## src/rtl/hazard_scoreboard_pkg.sv

```systemverilog
`default_nettype none
// ============================================================================
// Module   : hazard_scoreboard_pkg
// Purpose  : Shared sizing constants for the hazard scoreboard: register count,
//            register address width and pending-counter width.
// Ports    : none (package)
// Revision : 1.0 - initial release
// ============================================================================
package hazard_scoreboard_pkg;

   // Architectural register file size and its address width.
   localparam int SB_NUM_REGS        = 16;
   localparam int REG_ADDRESS_LEN    = 4;

   // EX->MEM->WB allows at most 3 writes in flight per register, so 2 bits
   // are enough for each pending counter.
   localparam int SCOREBOARD_CNT_LEN = 2;

   typedef logic [REG_ADDRESS_LEN-1:0] reg_addr_t;

endpackage : hazard_scoreboard_pkg
`default_nettype wire

```

## src/rtl/hazard_scoreboard_pending_counter.sv

```systemverilog
`default_nettype none
// ============================================================================
// Module   : pending_counter
// Purpose  : Saturating up/down counter of in-flight writes to one resource.
//            Simultaneous inc and dec cancel. An increment at the maximum or
//            a decrement at zero leaves the count unchanged and pulses
//            ovf / unf for that cycle.
// Ports    : clk, rst (async, active-low)
//            inc, dec          - count events this cycle
//            count             - current registered count
//            nonzero           - count != 0
//            ovf, unf          - combinational overflow / underflow pulses
// Revision : 1.0 - initial release
// ============================================================================
module pending_counter
   import hazard_scoreboard_pkg::*;
#(
   parameter int CNT_W = SCOREBOARD_CNT_LEN
) (
   input  logic             clk,
   input  logic             rst,
   input  logic             inc,
   input  logic             dec,
   output logic [CNT_W-1:0] count,
   output logic             nonzero,
   output logic             ovf,
   output logic             unf
);

   localparam logic [CNT_W-1:0] CNT_MAX = '1;

   logic inc_only;
   logic dec_only;

   assign inc_only = inc & ~dec;
   assign dec_only = dec & ~inc;

   assign ovf     = inc_only & (count == CNT_MAX);
   assign unf     = dec_only & (count == '0);
   assign nonzero = (count != '0);

   always_ff @(posedge clk or negedge rst) begin
      if (!rst) begin
         count <= '0;
      end else if (inc_only && !ovf) begin
         count <= count + 1'b1;
      end else if (dec_only && !unf) begin
         count <= count - 1'b1;
      end
   end

endmodule : pending_counter
`default_nettype wire

```

## src/rtl/hazard_scoreboard.sv

```systemverilog
`default_nettype none
// ============================================================================
// Module   : hazard_scoreboard
// Purpose  : Tracks register and status-flag writes between issue and
//            retirement and raises a combinational stall when the instruction
//            in decode reads something an older instruction has not written.
// Ports    : clk, rst (async, active-low)
//            issue_valid/issue_wb_en/issue_dest/issue_status_we - issued instr
//            src1/src2/two_src/uses_status/ignore_hazard       - decode instr
//            wb_en/wb_addr                                      - retiring write
//            status_commit                                      - status write
//            hazard        - stall request (combinational)
//            pending_mask  - bit i set while register i has writes pending
//            err           - sticky counter overflow/underflow flag
// Revision : 1.0 - initial release
// ============================================================================
module hazard_scoreboard
   import hazard_scoreboard_pkg::*;
#(
   parameter int NUM_REGS = SB_NUM_REGS,
   parameter int CNT_W    = SCOREBOARD_CNT_LEN
) (
   input  logic                       clk,
   input  logic                       rst,
   input  logic                       issue_valid,
   input  logic                       issue_wb_en,
   input  logic [REG_ADDRESS_LEN-1:0] issue_dest,
   input  logic                       issue_status_we,
   input  logic [REG_ADDRESS_LEN-1:0] src1,
   input  logic [REG_ADDRESS_LEN-1:0] src2,
   input  logic                       two_src,
   input  logic                       uses_status,
   input  logic                       ignore_hazard,
   input  logic                       wb_en,
   input  logic [REG_ADDRESS_LEN-1:0] wb_addr,
   input  logic                       status_commit,
   output logic                       hazard,
   output logic [NUM_REGS-1:0]        pending_mask,
   output logic                       err
);

   logic [NUM_REGS-1:0] reg_inc;
   logic [NUM_REGS-1:0] reg_dec;
   logic [NUM_REGS-1:0] reg_nz;
   logic [NUM_REGS-1:0] reg_ovf;
   logic [NUM_REGS-1:0] reg_unf;
   logic [NUM_REGS-1:0] busy;
   logic [CNT_W-1:0]    reg_cnt [NUM_REGS];

   logic                st_inc;
   logic                st_dec;
   logic [CNT_W-1:0]    st_cnt;
   logic                st_nz;
   logic                st_ovf;
   logic                st_unf;
   logic                st_busy;

   logic                src1_busy;
   logic                src2_busy;

   // One counter per register: one-hot decode of issue and write-back
   // addresses, plus the retire bypass. A register whose last pending write
   // retires this cycle is already readable because the register file
   // writes before the decode read completes.
   generate
      for (genvar i = 0; i < NUM_REGS; i++) begin : g_reg
         assign reg_inc[i] = issue_valid & issue_wb_en &
                             (issue_dest == REG_ADDRESS_LEN'(i));
         assign reg_dec[i] = wb_en & (wb_addr == REG_ADDRESS_LEN'(i));

         pending_counter #(
            .CNT_W (CNT_W)
         ) u_cnt (
            .clk     (clk),
            .rst     (rst),
            .inc     (reg_inc[i]),
            .dec     (reg_dec[i]),
            .count   (reg_cnt[i]),
            .nonzero (reg_nz[i]),
            .ovf     (reg_ovf[i]),
            .unf     (reg_unf[i])
         );

         assign busy[i] = reg_nz[i] &
                          ~((reg_cnt[i] == CNT_W'(1)) & reg_dec[i]);
      end
   endgenerate

   // Status-flag counter, with the same last-commit bypass.
   assign st_inc = issue_valid & issue_status_we;
   assign st_dec = status_commit;

   pending_counter #(
      .CNT_W (CNT_W)
   ) u_status_cnt (
      .clk     (clk),
      .rst     (rst),
      .inc     (st_inc),
      .dec     (st_dec),
      .count   (st_cnt),
      .nonzero (st_nz),
      .ovf     (st_ovf),
      .unf     (st_unf)
   );

   assign st_busy = st_nz & ~((st_cnt == CNT_W'(1)) & st_dec);

   // ignore_hazard masks only the register operands; a conditional branch
   // still has to wait for the flags.
   assign src1_busy = busy[src1];
   assign src2_busy = two_src & busy[src2];
   assign hazard    = (~ignore_hazard & (src1_busy | src2_busy)) |
                      (uses_status & st_busy);

   // Counters are registered, so the nonzero flags are already registered.
   assign pending_mask = reg_nz;

   always_ff @(posedge clk or negedge rst) begin
      if (!rst) begin
         err <= 1'b0;
      end else if ((|reg_ovf) || (|reg_unf) || st_ovf || st_unf) begin
         err <= 1'b1;
      end
   end

endmodule : hazard_scoreboard
`default_nettype wire

```

## config.mk

```make
export PLATFORM = sky130hd
export DESIGN_NAME = hazard_scoreboard
export DESIGN_NICKNAME = d
export VERILOG_FILES = /design/src/rtl/hazard_scoreboard_pkg.sv /design/src/rtl/hazard_scoreboard_pending_counter.sv /design/src/rtl/hazard_scoreboard.sv
export SDC_FILE = /design/constraint.sdc
export NUM_CORES = 1
export LEC_CHECK = 0
export ABC_AREA = 0
export CORE_MARGIN = 5
export CORE_UTILIZATION = 30
export DETAILED_ROUTE_END_ITERATION = 8
export PLACE_DENSITY = 0.55
export SLEW_MARGIN = 10
export SYNTH_ARGS = -nofsm -noshare
export SYNTH_HDL_FRONTEND = slang
export SYNTH_SLANG_ARGS = --single-unit
```

## constraint.sdc

```tcl
create_clock -name clk -period 6 [get_ports clk]
set_clock_uncertainty 0.15 [all_clocks]
set_input_delay 1.2 -clock clk [delete_from_list [all_inputs] [get_ports clk]]
set_output_delay 1.2 -clock clk [all_outputs]
set_load 0.02 [all_outputs]
```

==> results of run 1 <==
power breakdown:
group          internal [mW]  switching, mW
Clock                  0.177          0.110
Combinational          0.428          0.598
Sequential             0.338          0.113
Total                  0.944          0.821
through the flow:
stage / std cells / utilization, % / hold slack, ns / instance area (um2) / setup slack (ns)
finish: 717 / 35.3 / 0.386 / 4650 / 0.557
global route: 717 / 35.3 / 0.417 / 4650 / 0.436
CTS: 717 / 35.3 / 0.395 / 4650 / 0.624
detailed placement: 709 / 34.1 / 0.383 / 4500 / 0.621
global placement: 709 / 34.1 / 0.373 / 4500 / 0.725
floorplan: 521 / - / 0.348 / 4040 / 1.87
sequential cells by signal, summed over array words and instances, names as in the netlist:
signal / flops
g.u_cnt.count: 32
u_status_cnt.count: 2
err: 1
metal layers:
| layer | vias to the layer above | share of wire, % | global-route usage [%] |
|---|---|---|---|
| met1 | 1947 | 47 | 23.3 |
| met4 | 0 | 2.8 | 5.17 |
| met2 | 165 | 45 | 26.2 |
| li1 | 1923 | - | - |
| met3 | 34 | 5.5 | 2.84 |
| met5 | - | 0 | 0 |
Yosys cell counts, types with 10 or more instances:
library cell	n	area (um2)
o31ai_1	11	82.6
o21ai_0	25	125
ha_1	51	638
buf_4	16	120
nand2_1	44	165
inv_1	52	195
nand3_1	29	145
nand2b_1	10	62.6
nor3_1	14	70.1
nor2_1	46	173
xnor2_1	17	149
a311oi_1	11	96.3
dfrtp_1	35	876
a31oi_1	20	125
nor4_1	14	87.6
o211ai_1	19	143
cell families (layout without fill, tap and decap cells):
| family | after synthesis | in the layout | share of synthesized area (%) |
|---|---|---|---|
| flops | 35 | 35 | 21.7 |
| compound gates | 127 | 127 | 21.6 |
| simple gates | 196 | 196 | 24.9 |
| mux | 9 | 9 | 2.29 |
| xor+xnor | 17 | 17 | 3.69 |
| fa+ha+maj | 51 | 51 | 15.8 |
| buf+inv | 86 | 106 | 9.95 |
placed cells by master, fill, tap and decap left out, types with 3 or more instances in the layout:
cell type / count
a211o_1: 4
a211oi_1: 4
a21oi_1: 9
a22oi_1: 3
a311oi_1: 11
a31oi_1: 20
buf_4: 3
clkbuf_16: 5
clkdlybuf4s50_1: 42
dfrtp_1: 35
ha_1: 51
inv_1: 52
mux2i_1: 7
nand2_1: 44
nand2b_1: 10
nand3_1: 29
nand3b_1: 6
nand4_1: 6
nor2_1: 46
nor2b_1: 7
nor3_1: 14
nor4_1: 14
o2111ai_1: 3
o211ai_1: 19
o21ai_0: 25
o221ai_1: 4
o22ai_1: 5
o31ai_1: 11
o32ai_1: 4
xnor2_1: 17
critical path, cell delays in order:
cell	delay, ns
clkdlybuf4s50_1	0.67
nor2b_1	0.60
a31oi_1	0.31
mux2_2	0.33
a221oi_1	0.28
o31ai_1	0.13
clkdlybuf4s50_1	0.56
final cells by class:
cell class / instances / area (um2) / area share, %
repair buffers: 46 / 448 / 9.63
clock buffers: 8 / 156 / 3.36
flip-flops and latches: 35 / 876 / 18.8
well taps: 176 / 220 / 4.73
inverters: 52 / 195 / 4.19
multi-input cells: 400 / 2760 / 59.3
how the worst max path moves through the flow:
| stage | start | to | slack, ns | cells after the start |
|---|---|---|---|---|
| finish | wb_addr[2] | hazard | 0.56 | 7 |
| global route | wb_en | hazard | 0.44 | 8 |
| floorplan | wb_addr[3] | hazard | 1.87 | 8 |
| detailed placement | wb_addr[2] | hazard | 0.62 | 7 |
| global placement | wb_addr[2] | hazard | 0.72 | 7 |
| CTS | wb_addr[2] | hazard | 0.62 | 7 |
==> results.py, run 1 <==
metrics = {
    "place": {
        "place.detailed.hpwl_um": 10600,
        "buffer_ports.inserted": 43,
        "gp_congestion": 0.929,
    },
    "sta": {
        "maxSlewViolCount": 0,
        "unrepaired_setup_endpoints_after_global_routing": "false",
        "fin_crit_sh_pct": 90.7,
        "fmax_mhz": 184,
        "hold_viol": 0,
        "normalized_max_slew_margin_pct": 42.5,
        "final-setup-viol-count": 0,
        "timing.final.crit_period_ns": 5.44,
        "worstMarginPinSlew_ns": 0.862,
        "fin_tns_setup_ns": 0,
    },
    "power_and_ir_drop": {
        "powerDensity_nw_per_um2": 379,
        "vdd_ir_drop_max_uv": 175,
        "static-leakage-power_nw": 1.85,
        "finalPower_mw": 1.76,
    },
    "grt": {
        "grt_overflow_total": 0,
        "grt_pass1_wl_um": 21300,
        "antenna_found_initial": 0,
        "grt_start_max_net_pins": 36,
        "first_global_vias": 3987,
        "track_usage_pct": 16.7,
    },
    "logic_synthesis": {
        "post_synth_inst_count": 521,
        "synth.net_count": 598,
        "synth.cell_area_um2": 4040,
        "ys_seq_area_share_pct": 21.7,
        "count_of_warnings_emitted_by_yosys": 0,
        "ys_dominant_reg_cell": "dfrtp_1",
        "count_of_state_elements_after_synthesis": 35,
        "edff_count_synth": 0,
        "postSynth.asyncResetShare_pct": 100,
        "number_of_distinct_library_cells_after_synthesis": 52,
        "syn_area_per_cell_um2": 7.74,
    },
    "worst_setup_path": {
        "timing.reg2reg.setup_slack_ns": 3.85,
        "data_arrival_time_of_the_critical_path_ns": 4.09,
        "critical_path.reg2reg.startpoint": "u_status_cnt.count[0]$_DFFE_PN0P_",
        "critPathCaptureType": "output port",
        "critical_path.max_fanout": 10,
        "worstRegToRegCells": 6,
        "cp_data_required_time_ns": 4.65,
        "class_of_the_most_critical_setup_path": "input pin to output port",
        "crit-reg2reg-capture": "err$_DFFE_PN0P_",
        "timing.critical_path.from_type": "input pin",
    },
    "clock_tree": {
        "cts_root_buffer": "clkbuf_16",
        "cts-buffers-inserted": 5,
        "htree_levels": 2,
        "worst_skew_late_latency_ns": 0.29,
        "cts-resized-gates": 0,
        "tritoncts": "yes",
        "post_cts_setup_buffer_count": 0,
        "cts_num_sinks": 35,
        "cts_hold_buf": 0,
        "worst_setup_hold_path_clk_slew_ns": 0.05,
        "cts.path.max_buffers": 2,
    },
    "floorplanning": {
        "core_area_um2": 13200,
        "io_pins": 44,
        "dieArea_um2": 15900,
        "die-width_um": 126,
        "rows": 42,
        "floorplan.initialDensity_pct": 30.6,
        "chipHeight_um": 126,
    },
    "drt": {
        "via_per_inst": 5.68,
        "detail_route.drc_violations": 0,
        "drt-total-wl_um": 13300,
        "drt_iter0_markers": 362,
        "ant_nets": 0,
        "drtPass1Iterations": 6,
        "detailroute.via_count": 4069,
        "post_dr_wirelength_cell_um": 18.5,
    },
    "status": {
        "result_of_the_run": "finished, final reports clean",
    },
    "min_path": {
        "worst_hold_startpoint": "u_status_cnt.count[0]$_DFFE_PN0P_",
        "holdPathStages": 1,
        "hold_path_class": "flip-flop to flip-flop",
        "hold-path-endpoint": "u_status_cnt.count[0]$_DFFE_PN0P_",
    },
    "cells_and_area": {
        "fillers": 1378,
        "nNetsFinal": 617,
        "post_route_cells_drive_above_1_share_pct": 3.51,
        "area_growth_syn_to_layout_pct": 15.3,
        "antenna-diode-count": 0,
    },
    "run": {
        "maxCapViolations": 0,
    },
}
No activity file was read; power rests on OpenSTA's default activity.
==> inputs of run 2 (changes only) <==
--- a/config.mk
+++ b/config.mk
@@ -8,6 +8,7 @@
 export ABC_AREA = 0
 export CORE_MARGIN = 5
 export CORE_UTILIZATION = 30
+export CTS_CLUSTER_DIAMETER = 50
 export DETAILED_ROUTE_END_ITERATION = 8
 export PLACE_DENSITY = 0.55
 export SLEW_MARGIN = 10
==> results of run 2 <==
Same layout as run 1: the final DEF is identical, and so are final timing and power.
==> inputs of run 3 (changes only) <==
--- a/config.mk
+++ b/config.mk
@@ -5,7 +5,6 @@
 export SDC_FILE = /design/constraint.sdc
 export NUM_CORES = 1
 export LEC_CHECK = 0
-export ABC_AREA = 0
 export CORE_MARGIN = 5
 export CORE_UTILIZATION = 30
 export CTS_CLUSTER_DIAMETER = 50
==> results of run 3 <==
Same layout as run 1: the final DEF is identical, and so are final timing and power.
==> patch, RTL diff (settings of run 1) <==
Register the outputs `hazard` and `pending_mask`, with the module's reset; this adds one clock of latency there. The other outputs are not delayed to match. Comments in the files are not updated.
--- a/src/rtl/hazard_scoreboard.sv
+++ b/src/rtl/hazard_scoreboard.sv
@@ -111,7 +111,13 @@
    assign src2_busy = two_src & busy[src2];
-   assign hazard    = (~ignore_hazard & (src1_busy | src2_busy)) |
-                      (uses_status & st_busy);
 
    // Counters are registered, so the nonzero flags are already registered.
-   assign pending_mask = reg_nz;
+   always_ff @(posedge clk or negedge rst) begin
+      if (!rst) begin
+         hazard       <= '0;
+         pending_mask <= '0;
+      end else begin
+         hazard       <= (~ignore_hazard & (src1_busy | src2_busy)) | (uses_status & st_busy);
+         pending_mask <= reg_nz;
+      end
+   end
 
Check against the original RTL: not equivalent (Yosys sat finds a counterexample within 4 cycles, from zero or initial values and one cycle with rst low).
==> patch against run 1 <==
Design area increased by 9.4%; via count increased by 2.2%; die area up 6.6%; fmax up 48%; core utilization increased by 1.1 points; largest power group unchanged; synthesized area up 7.1%; critical path depth did not move; first-iteration DRC count shrank 0.28%; power increased by 10%; wire length is 6.4% higher; setup slack improved by 1.8 ns; sequential cell count rose by 17.
==> patch: results (changes against run 1) <==
** GRT
- The first-pass GRT wire length was 22500 um (was 21300 um).
- The total routing resource utilization after global routing was 17.2% (was 16.7%).
- Number of global-route vias before repair :: 4148 (was 3987)

** Cells and area
- Non-Filler Instances :: 747 (was 717)
- Biggest registers after layout: g.u_cnt.count (32), pending_mask (16), u_status_cnt.count (2) (was g.u_cnt.count (32), u_status_cnt.count (2), err (1)).
- The share of cells above drive strength 1 was 3.70% (was 3.51%).

** Setup path
- The worst endpoint data arrival time is 3.71 ns (was 4.09 ns).
- The gate family responsible for the most delay along the worst path is compound AO/OA/AOI/OAI gates (was buffers and inverters).
- The largest fanout of any net on the critical path is 12 (was 10).
- The largest stage delay on the critical path came to 0.77 ns (was 0.67 ns).

** Synthesis
- Top cells by instance count after synthesis: sky130_fd_sc_hd__nor2_1, sky130_fd_sc_hd__inv_1, sky130_fd_sc_hd__dfrtp_1 (was sky130_fd_sc_hd__inv_1, sky130_fd_sc_hd__ha_1, sky130_fd_sc_hd__nor2_1).
- Largest cells by area after synthesis: sky130_fd_sc_hd__dfrtp_1, sky130_fd_sc_hd__ha_1, sky130_fd_sc_hd__nor2_1 (was sky130_fd_sc_hd__dfrtp_1, sky130_fd_sc_hd__ha_1, sky130_fd_sc_hd__inv_1).
- Syn Area/Cell :: 8.20 um2 (was 7.74 um2)
- The register area share after synthesis was 30.1% (was 21.7%).
- The post-synthesis net count is 604 (was 598).

** Placement
- The total half-perimeter wirelength after legalization and detailed placement is 11300 um (was 10600 um).
- The number of placed instances, taps included came to 739 (was 709).
- Pre-CTS worst setup slack :: 2.11 ns (was 0.621 ns)
- RD Place Congestion :: 1.02 (was 0.929)

** Clocking
- The clock-pin slew on the worst setup and hold paths is 0.07 ns (was 0.05 ns).

** Pwr
- The switching share of power was 43.2% (was 46.5%).
- The leakage power of the design is 2.06 nW (was 1.85 nW).
- Highest ir drop seen on vdd :: 0.123 mV (was 0.175 mV)

** Run status
- Result of the run: complete, no violations (unchanged).

** Routing
- Routed vias :: 4159 (was 4069)
- The iteration count of the initial detailed-routing pass is 5 (was 6).
- The DRC marker count from the first detailed-route iteration is 361 (was 362).
==> patch: cell count changes after synthesis, moves of 5 or more <==
cell	delta
sky130_fd_sc_hd__a31oi_1	-6
sky130_fd_sc_hd__buf_4	-15
sky130_fd_sc_hd__nor3_1	+8
sky130_fd_sc_hd__nor4_1	-6
sky130_fd_sc_hd__o21ai_0	+9
sky130_fd_sc_hd__o31ai_1	-8
sky130_fd_sc_hd__buf_2	-5
sky130_fd_sc_hd__a311oi_1	-7
sky130_fd_sc_hd__dfrtp_1	+17
sky130_fd_sc_hd__a211oi_1	+6
sky130_fd_sc_hd__a21oi_1	+7
sky130_fd_sc_hd__nor2_1	+12
==> patch: layout make-up <==
class / instances / area, um2
clock buffer: 6 / 129
clock inverter: 2 / 38.8
fill: 1462 / 8900
inverter: 53 / 199
multi-input combinational: 410 / 2760
sequential: 52 / 1300
tap: 180 / 225
timing repair buffer: 44 / 433
==> patch: kinds of logic (layout without fill, tap and decap cells) <==
family                   Yosys count  count (layout)  share of synthesized area [%]
AO/OA/AOI/OAI                    127             127                           19.7
XOR/XNOR                          17              17                           3.44
adder cells (fa/ha/maj)           51              51                           14.8
buffers and inverters             65             105                           5.96
flip-flops                        52              52                           30.1
multiplexers                       5               5                           1.19
AND/OR/NAND/NOR                  210             210                           24.9
==> patch: per-stage QoR <==
stage	utilization [%]	area, um2
CTS	36.4	5090
global placement	35.2	4920
global route	36.4	5090
floorplan	-	4320
detailed placement	35.2	4920
finish	36.4	5090
==> patch: power by group through the flow <==
stage	Sequential (mW)	Clock [mW]	Combinational [mW]
after global routing	0.648	0.374	1.08
after floorplan	0.681	0	0.550
after detailed placement	0.633	0	0.965
after global placement	0.628	0	0.944
final	0.629	0.346	0.966
after CTS	0.628	0.361	0.972
==> patch: routing by layer <==
metal	vias to the layer above	track usage, %	wire length (um)
met5	-	0	0
met4	0	5.93	403
met3	23	3.32	813
met2	132	27.7	6490
met1	2015	23.1	6440
li1	1989	-	-
==> patch: final timing paths <==
kind / startpoint / endpoint / slack (ns) / depth (start not counted)
setup / recovery: wb_addr[1] / hazard / 2.32 / 7
hold / removal: g_reg[5].u_cnt.count[0] / g_reg[5].u_cnt.count[0] / 0.39 / 1
setup reg to reg: g_reg[11].u_cnt.count[0] / hazard / 3.57 / 7
hold reg to reg: g_reg[5].u_cnt.count[0] / g_reg[5].u_cnt.count[0] / 0.39 / 1
max in group asynchronous: rst / g_reg[9].u_cnt.count[1] / 4.33 / 2
min in group asynchronous: rst / g_reg[10].u_cnt.count[0] / 0.89 / 2
